## src/rtl/sc_gates_tester.sv

```systemverilog
// rtl/sc_gates_tester.sv - self-test initiator that sweeps a two-input gate bank and checks its outputs
module sc_gates_tester #(
    parameter int SETTLE_CYCLES = 2
) (
    input  logic       SC_GATES_TESTER_CLOCK_50,
    input  logic       SC_GATES_TESTER_RESET_InHigh,
    input  logic       SC_GATES_TESTER_Start_InHigh,
    input  logic [7:0] SC_GATES_TESTER_Result_In,
    output logic       SC_GATES_TESTER_a_Out,
    output logic       SC_GATES_TESTER_b_Out,
    output logic       SC_GATES_TESTER_Busy_Out,
    output logic       SC_GATES_TESTER_Done_Out,
    output logic       SC_GATES_TESTER_Pass_Out,
    output logic [2:0] SC_GATES_TESTER_ErrCount_Out,
    output logic [7:0] SC_GATES_TESTER_FailMask_Out,
    output logic [1:0] SC_GATES_TESTER_FirstFail_Out
);

    typedef enum logic [1:0] {
        S_IDLE   = 2'd0,
        S_SETTLE = 2'd1,
        S_CHECK  = 2'd2,
        S_DONE   = 2'd3
    } state_t;

    localparam logic [3:0] SETTLE_LOAD = 4'(SETTLE_CYCLES);

    state_t     r_state, w_state_nxt;
    logic [1:0] r_idx, w_idx_nxt;
    logic [3:0] r_cnt, w_cnt_nxt;
    logic [2:0] r_err, w_err_nxt;
    logic [7:0] r_mask, w_mask_nxt;
    logic [1:0] r_first, w_first_nxt;
    logic       r_a, r_b, r_busy, r_done, r_pass;
    logic [7:0] w_expected;
    logic [7:0] w_mismatch;
    logic       w_running_nxt;

    // Known-good gate bank response for each a/b combination
    always_comb begin
        w_expected = 8'h00;
        case (r_idx)
            2'd0:    w_expected = 8'hC0;
            2'd1:    w_expected = 8'h7C;
            2'd2:    w_expected = 8'h7C;
            default: w_expected = 8'h07;
        endcase
    end

    assign w_mismatch = SC_GATES_TESTER_Result_In ^ w_expected;

    // Next-state and result update logic
    always_comb begin
        w_state_nxt = r_state;
        w_idx_nxt   = r_idx;
        w_cnt_nxt   = r_cnt;
        w_err_nxt   = r_err;
        w_mask_nxt  = r_mask;
        w_first_nxt = r_first;
        case (r_state)
            S_IDLE: begin
                if (SC_GATES_TESTER_Start_InHigh) begin
                    w_state_nxt = S_SETTLE;
                    w_idx_nxt   = 2'd0;
                    w_cnt_nxt   = SETTLE_LOAD;
                    w_err_nxt   = 3'd0;
                    w_mask_nxt  = 8'h00;
                    w_first_nxt = 2'd0;
                end
            end
            S_SETTLE: begin
                w_cnt_nxt = r_cnt - 4'd1;
                // <= rather than == so a zero count can never lock the sweep up
                if (r_cnt <= 4'd1) begin
                    w_state_nxt = S_CHECK;
                end
            end
            S_CHECK: begin
                if (w_mismatch != 8'h00) begin
                    w_err_nxt  = r_err + 3'd1;
                    w_mask_nxt = r_mask | w_mismatch;
                    // No earlier failure this run means this vector is the first
                    if (r_err == 3'd0) begin
                        w_first_nxt = r_idx;
                    end
                end
                if (r_idx == 2'd3) begin
                    w_state_nxt = S_DONE;
                end else begin
                    w_state_nxt = S_SETTLE;
                    w_idx_nxt   = r_idx + 2'd1;
                    w_cnt_nxt   = SETTLE_LOAD;
                end
            end
            default: begin
                if (!SC_GATES_TESTER_Start_InHigh) begin
                    w_state_nxt = S_IDLE;
                end
            end
        endcase
    end

    assign w_running_nxt = (w_state_nxt == S_SETTLE) || (w_state_nxt == S_CHECK);

    // State, result and registered output update with synchronous reset
    always_ff @(posedge SC_GATES_TESTER_CLOCK_50) begin
        if (SC_GATES_TESTER_RESET_InHigh) begin
            r_state <= S_IDLE;
            r_idx   <= 2'd0;
            r_cnt   <= 4'd0;
            r_err   <= 3'd0;
            r_mask  <= 8'h00;
            r_first <= 2'd0;
            r_a     <= 1'b0;
            r_b     <= 1'b0;
            r_busy  <= 1'b0;
            r_done  <= 1'b0;
            r_pass  <= 1'b0;
        end else begin
            r_state <= w_state_nxt;
            r_idx   <= w_idx_nxt;
            r_cnt   <= w_cnt_nxt;
            r_err   <= w_err_nxt;
            r_mask  <= w_mask_nxt;
            r_first <= w_first_nxt;
            r_a     <= w_running_nxt & w_idx_nxt[1];
            r_b     <= w_running_nxt & w_idx_nxt[0];
            r_busy  <= w_running_nxt;
            r_done  <= (w_state_nxt == S_DONE);
            r_pass  <= (w_state_nxt == S_DONE) && (w_err_nxt == 3'd0);
        end
    end

    assign SC_GATES_TESTER_a_Out         = r_a;
    assign SC_GATES_TESTER_b_Out         = r_b;
    assign SC_GATES_TESTER_Busy_Out      = r_busy;
    assign SC_GATES_TESTER_Done_Out      = r_done;
    assign SC_GATES_TESTER_Pass_Out      = r_pass;
    assign SC_GATES_TESTER_ErrCount_Out  = r_err;
    assign SC_GATES_TESTER_FailMask_Out  = r_mask;
    assign SC_GATES_TESTER_FirstFail_Out = r_first;

endmodule

```

## config.mk

```make
export PLATFORM = sky130hd
export DESIGN_NAME = sc_gates_tester
export DESIGN_NICKNAME = d
export VERILOG_FILES = /design/src/rtl/sc_gates_tester.sv
export SDC_FILE = /design/constraint.sdc
export NUM_CORES = 1
export LEC_CHECK = 0
export CAP_MARGIN = 10
export CORE_MARGIN = 1
export CORE_UTILIZATION = 50
export DETAILED_ROUTE_END_ITERATION = 6
export PLACE_DENSITY = 0.77
export SLEW_MARGIN = 20
export SYNTH_ARGS = -nofsm -noshare
export SYNTH_HDL_FRONTEND = slang
export SYNTH_SLANG_ARGS = --single-unit
```

## constraint.sdc

```tcl
create_clock -name SC_GATES_TESTER_CLOCK_50 -period 2.69 [get_ports SC_GATES_TESTER_CLOCK_50]
set_input_delay 0.4035 -clock SC_GATES_TESTER_CLOCK_50 [delete_from_list [all_inputs] [get_ports SC_GATES_TESTER_CLOCK_50]]
set_output_delay 0.4035 -clock SC_GATES_TESTER_CLOCK_50 [all_outputs]
set_load 0.1 [all_outputs]
```

==> reports/summary.txt, run 1 <==
Cell Rows = 18
Setup ws final = 0.482 ns
Outcome = complete, no violations
Worst VDD drop = 0.821 mV
FFs w/ async S/R, synth = 0%
DR pass1 iterations = 4
Register area share after synthesis = 38.6%
RSZ-0062 raised after global routing = no
Dpl ws = 0.515 ns
Avg Inst Size Synth = 9.23 sq um
Power Internal = 0.702 mW
Mapped cell area = 0.00135 sq mm
Fin cells = 202
Die area = 0.00291 sq mm
Die X = 53.9 um
Ys flop type = dfxtp_1
Synth warn = 0
GRT Util Overall = 19.4%
Overall power = 1.29 mW
Top cells by count, synth = dfxtp_1 (26), nor2_1 (22), a21oi_1 (15)
Number of flops mapped to enable cells by yosys = 0
Max Buffers Root-to-Sink = 2
GRT Residual Overflow = 0
Pwr Density = 799 mW/mm^2
Area fraction of the dominant cell type after synthesis = 38.6%
Number of DRC markers in iteration 0 = 16
PortBufs = 28
Vias in the first global route = 959
CP Data Required Time = 2.91 ns
# diodes = 0
TritonCTS clock tree = done
Synthesized instance count = 146
Yosys top cell by area = dfxtp_1
Total area of multi-input combinational cells = 761 sq um
Final Hold Vio Count = 0
Initial core utilization = 53.4%
Skew final = 0.00236 ns
H-Tree Depth = 1
Flop pwr share = 39.4%
Combinational Power Share = 48.3%
Rel. slew slack = 70.5%
Layout cells sized above 1 = 18.0%
Largest net degree at the start of global routing = 14
Slew Limit Fails = 0
Setup Viol. Count Final = 0
Drt drc = 0
Fmax = 453 MHz
Area Overhead vs Synth = 20.1%
Cell Area, Placed = 0.00160 sq mm
Total of max-cap violations = 0
CTS sink cnt = 26
Syn Nets = 167
Least-Margin Pin Slew = 0.442 ns
Cts repair resizes = 0
TritonCTS Buffers = 3
Hold Path Class = register to register
WP data arrival = 2.43 ns
NetSw = 0.591 mW
Hold_buf cts = 0
Final layout net count = 195
Initial antenna violation count = 0
Slowest-stage cell, CP = dfxtp_1
Synth area leaders = dfxtp_1 (39%), ha_1 (9.3%), nor2_1 (6.1%)
Wire per inst = 12.7 um
#FFs+latches synth = 26
Via Count = 1073
Vias/cell = 5.31
Core ar. = 0.00252 sq mm
Switch share = 45.7%
CP Launch Type = register
Tmin final = 2.21 ns
RePlAce Congestion = 0.868
Critical path, cell by cell = inv_1 > ha_1 > nor4_1 > nor2_2 > nor3_2 > mux2_1 > o2111a_1
Final wirelength = 2570 um
Die height = 53.9 um
Placed cells = 199
Design area = 0.00162 sq mm
Cell with the most instances after synthesis = dfxtp_1
Largest stage delay, worst path = 0.47 ns
Fin crit share = 82.1%
Fillcell total = 217
Routed Antenna Nets = 0
CP endpoint kind = register
DP Wirelength = 1970 um
FF/Latch Area = 520 sq um
Leakage = 0.694 nW
Ports = 29
Fin Setup TNS = 0 ns
Netlist cell types = 39
First-pass GRT wire length = 4050 um
Setup CP Type = register to register
Clk root buf = clkbuf_4
CP max FO = 6
Postcts setup bufs = 0
Clock power frac = 12.4%
Clk Latency, worst-skew pair = 0.31 ns
Clock-pin slew on the worst setup and hold paths = 0.13 ns
cell families after synthesis:
| family | Yosys count | synth area share [%] |
|---|---|---|
| simple gates | 53 | 22.7 |
| compound gates | 26 | 13.3 |
| flops | 26 | 38.6 |
| buf+inv | 15 | 4.92 |
| xor+xnor | 10 | 6.50 |
| fa+ha+maj | 10 | 9.29 |
| mux | 6 | 4.64 |
power groups by stage:
stage	combinational [mW]	sequential, mW	clock, mW
global route	0.668	0.519	0.179
global placement	0.612	0.513	0
floorplan	0.318	0.695	0
finish	0.624	0.509	0.160
CTS	0.626	0.508	0.168
detailed placement	0.623	0.516	0
flip-flops by register name, indices dropped and copies added, names as in the netlist:
signal / count
SC_GATES_TESTER_Pass_Out: 1
SC_GATES_TESTER_FirstFail_Out: 2
SC_GATES_TESTER_a_Out: 1
SC_GATES_TESTER_b_Out: 1
r_idx: 2
SC_GATES_TESTER_ErrCount_Out: 3
SC_GATES_TESTER_Done_Out: 1
SC_GATES_TESTER_Busy_Out: 1
r_cnt: 4
r_state: 2
SC_GATES_TESTER_FailMask_Out: 8
layout make-up:
type	instances	area share [%]
repair buffers	29	15.0
clock buffers	3	1.39
inverters	9	2.09
well taps	30	2.32
multi-input cells	105	47.0
flip-flops and latches	26	32.2
path summary, 6_finish.rpt:
kind	start	end	slack [ns]	depth (start not counted)
worst max-delay path	r_idx[0]	SC_GATES_TESTER_Pass_Out	0.48	7
worst min-delay path	SC_GATES_TESTER_FailMask_Out[3]	SC_GATES_TESTER_FailMask_Out[3]	0.49	2
worst max register to register	r_idx[0]	SC_GATES_TESTER_Pass_Out	0.48	7
worst min register to register	SC_GATES_TESTER_FailMask_Out[3]	SC_GATES_TESTER_FailMask_Out[3]	0.49	2
cell usage in the layout, fill, tap and decap left out, drive strengths merged, types with 4 or more instances in the layout:
cell type       n
nor2b           4
a21oi          15
mux2i           4
dfxtp          26
clkdlybuf4s50  10
xor2            7
inv             9
nor2           24
nor3            4
ha             10
nand2b          6
buf            19
metal layers:
layer	routed length (um)	track usage (%)	vias to the layer above
met5	0	0	-
met4	23	6.58	0
met2	1200	32.5	27
li1	-	-	549
met1	1260	25.2	493
met3	90	2.54	4
critical path, delay by kind of cell (launching register included):
family	cells	cell delay, ns
simple gates	3	0.64
buf+inv	1	0.10
fa+ha+maj	1	0.40
flops	1	0.47
mux	1	0.37
compound gates	1	0.14
stage by stage:
step | util, % | hold slack (ns)
2_1_floorplan | - | 0.492
3_3_place_gp | 63.2 | 0.453
3_5_place_dp | 63.2 | 0.463
4_1_cts | 64.1 | 0.494
5_1_grt | 64.1 | 0.520
6_report | 64.1 | 0.491
Power figures use the tool's default switching activity.
==> run 2, diff against run 1 <==
Settings changed: CORE_UTILIZATION 50 to 45, PLACE_DENSITY 0.77 to 0.73.
Clock period 2.69 ns to 1.9 ns, I/O delays scaled along.
==> run 2 against run 1 <==
Against the previous run: clock-buffer cell count unchanged; sequential power increased by 36%; first-iteration DRC count increased by 110%.
==> reports/summary.txt, run 2 (synthesis results as in run 1) <==
Die height = 56.7 um (+5.2%)
NetSw = 0.980 mW (+66%)
Die area = 0.00322 sq mm (+11%)
Total of max-cap violations = 0 (unchanged)
Max Buffers Root-to-Sink = 2 (unchanged)
Routed Antenna Nets = 0 (unchanged)
Initial antenna violation count = 0 (unchanged)
GRT Util Overall = 20.4% (+1.0 points)
Fillcell total = 216 (-0.46%)
TritonCTS Buffers = 3 (unchanged)
H-Tree Depth = 1 (unchanged)
DR pass1 iterations = 4 (unchanged)
Final layout net count = 221 (+13%)
Rel. slew slack = 78.4% (+7.9 points)
Drt drc = 0 (unchanged)
CP Launch Type = register
Hold path depth = 2 (unchanged)
CP endpoint kind = register
Clk root buf = clkbuf_4
Fin crit share = 97.8% (+16 points)
Flop pwr share = 30.0% (-9.4 points)
Combinational Power Share = 53.3% (+5.0 points)
Clock power frac = 16.7% (+4.3 points)
Via Count = 1224 (+14%)
Core ar. = 0.00281 sq mm (+11%)
Commonest non-fill, non-tap cell in the layout = buf_4
Final Hold Vio Count = 0 (unchanged)
Vias/cell = 5.32 (+0.19%)
WP data arrival = 2.15 ns (-0.28 ns)
First-pass GRT wire length = 5090 um (+26%)
Die X = 56.7 um (+5.2%)
# diodes = 0 (unchanged)
Wire per inst = 14.3 um (+12%)
Setup Viol. Count Final = 0 (unchanged)
Fin cells = 230 (+14%)
Slew Limit Fails = 0 (unchanged)
CP max FO = 2 (-4)
Fmax = 538 MHz (+19%)
Ports = 29 (unchanged)
Vias in the first global route = 1211 (+26%)
DP Wirelength = 2240 um (+14%)
Reg2reg start = r_cnt[1]
Final hold slack = 0.487 ns (-0.00402 ns)
R2R depth = 10 (+3)
Largest net degree at the start of global routing = 16 (+2)
GRT Residual Overflow = 0 (unchanged)
CP Data Required Time = 2.19 ns (-0.72 ns)
Worst VDD drop = 0.843 mV (+2.7%)
Hold Startpoint = SC_GATES_TESTER_FailMask_Out[3]
Final wirelength = 3290 um (+28%)
Hold Path Class = register to register
Pwr Density = 1150 mW/mm^2 (+44%)
Outcome = complete, no violations
Skew final = 0.00179 ns (-0.000568 ns)
Cell Rows = 19 (+1)
Clock-pin slew on the worst setup and hold paths = 0.14 ns (about the same)
WHS Endpoint = SC_GATES_TESTER_FailMask_Out[3]
Initial core utilization = 48.0% (-5.4 points)
Leakage = 0.879 nW (+27%)
CTS sink cnt = 26 (unchanged)
Max reg flops = 8 (unchanged)
Switch share = 42.4% (-3.3 points)
Most frequent cells in the layout = buf_4 (45), nor2_1 (21), dfxtp_1 (20)
Number of DRC markers in iteration 0 = 34 (+18)
Power Internal = 1.33 mW (+90%)
Overall power = 2.31 mW (+79%)
Placed cells = 217 (+9.0%)
Least-Margin Pin Slew = 0.324 ns (-0.118 ns)
RePlAce Congestion = 0.808 (-6.9%)
Dpl ws = -0.108 ns (-0.623 ns)
Setup CP Type = register to register
Layout cells sized above 1 = 41.7% (+24 points)
Clk Latency, worst-skew pair = 0.33 ns (+0.02 ns)
Reg-to-reg setup timing slack = 0.04 ns (-0.44 ns)
TritonCTS clock tree = done
Tmin final = 1.86 ns (-0.351 ns)
Setup ws final = 0.0425 ns (-0.439 ns)
PortBufs = 28 (unchanged)
Reg2reg end = SC_GATES_TESTER_Pass_Out
Area Overhead vs Synth = 49.1%
[run 2: how the worst max path moves through the flow]
stage | start | end
after floorplan | r_idx[1] | SC_GATES_TESTER_Pass_Out
after global placement | SC_GATES_TESTER_Result_In[2] | SC_GATES_TESTER_Pass_Out
final | r_cnt[1] | SC_GATES_TESTER_Pass_Out
after CTS | r_idx[1] | SC_GATES_TESTER_Pass_Out
after global routing | r_cnt[1] | SC_GATES_TESTER_Pass_Out
after detailed placement | SC_GATES_TESTER_Result_In[6] | SC_GATES_TESTER_Pass_Out
[run 2: power groups by stage]
stage / Sequential [mW] / Clock (mW) / Combinational (mW)
floorplan: 0.987 / 0 / 0.459
global placement: 0.694 / 0 / 0.986
detailed placement: 0.697 / 0 / 1.01
CTS: 0.686 / 0.395 / 1.12
global route: 0.704 / 0.413 / 1.30
finish: 0.693 / 0.387 / 1.23
[run 2: final cells by class]
| cell class | instances | area (sq um) | share of cell area (%) |
|---|---|---|---|
| Clock buffer | 3 | 22.5 | 1.12 |
| Clock inverter | 1 | 30.0 | 1.49 |
| Inverter | 9 | 33.8 | 1.68 |
| Multi-Input combinational cell | 105 | 916 | 45.6 |
| Sequential cell | 26 | 531 | 26.4 |
| Tap cell | 31 | 38.8 | 1.93 |
| Timing Repair Buffer | 55 | 438 | 21.8 |
[run 2: stage by stage]
step / area [sq um] / setup TNS, ns / utilization, %
detailed placement: 1750 / -0.318 / 62.3
global route: 2010 / -0.0312 / 71.6
CTS: 1890 / -0.0162 / 67.3
finish: 2010 / 0 / 71.6
global placement: 1750 / -0.140 / 62.3
floorplan: 1370 / 0 / -
[run 2: metal layers]
layer | global-route usage (%) | wire [um] | vias to the layer above
met4 | 11.1 | 102 | 0
met2 | 35.5 | 1610 | 33
li1 | - | - | 598
met5 | 0 | 0 | -
met3 | 2.30 | 129 | 11
met1 | 24.2 | 1450 | 582
[run 2: worst max-delay path, stage by stage, from the launching register on]
cell,delay (ns)
dfxtp_2,0.35
inv_2,0.08
ha_2,0.22
nor2_4,0.05
nor4_4,0.18
nor2_1,0.11
a21oi_2,0.18
ha_2,0.22
nand2b_4,0.06
a221oi_2,0.16
o2111a_1,0.20
[run 2: what timing repair did]
action,4_1_cts,5_1_grt
endpoints found under the setup margin,3,7
pin swaps,8,12
hold buffers,0,0
gates resized for setup,11,20
setup buffers,6,3
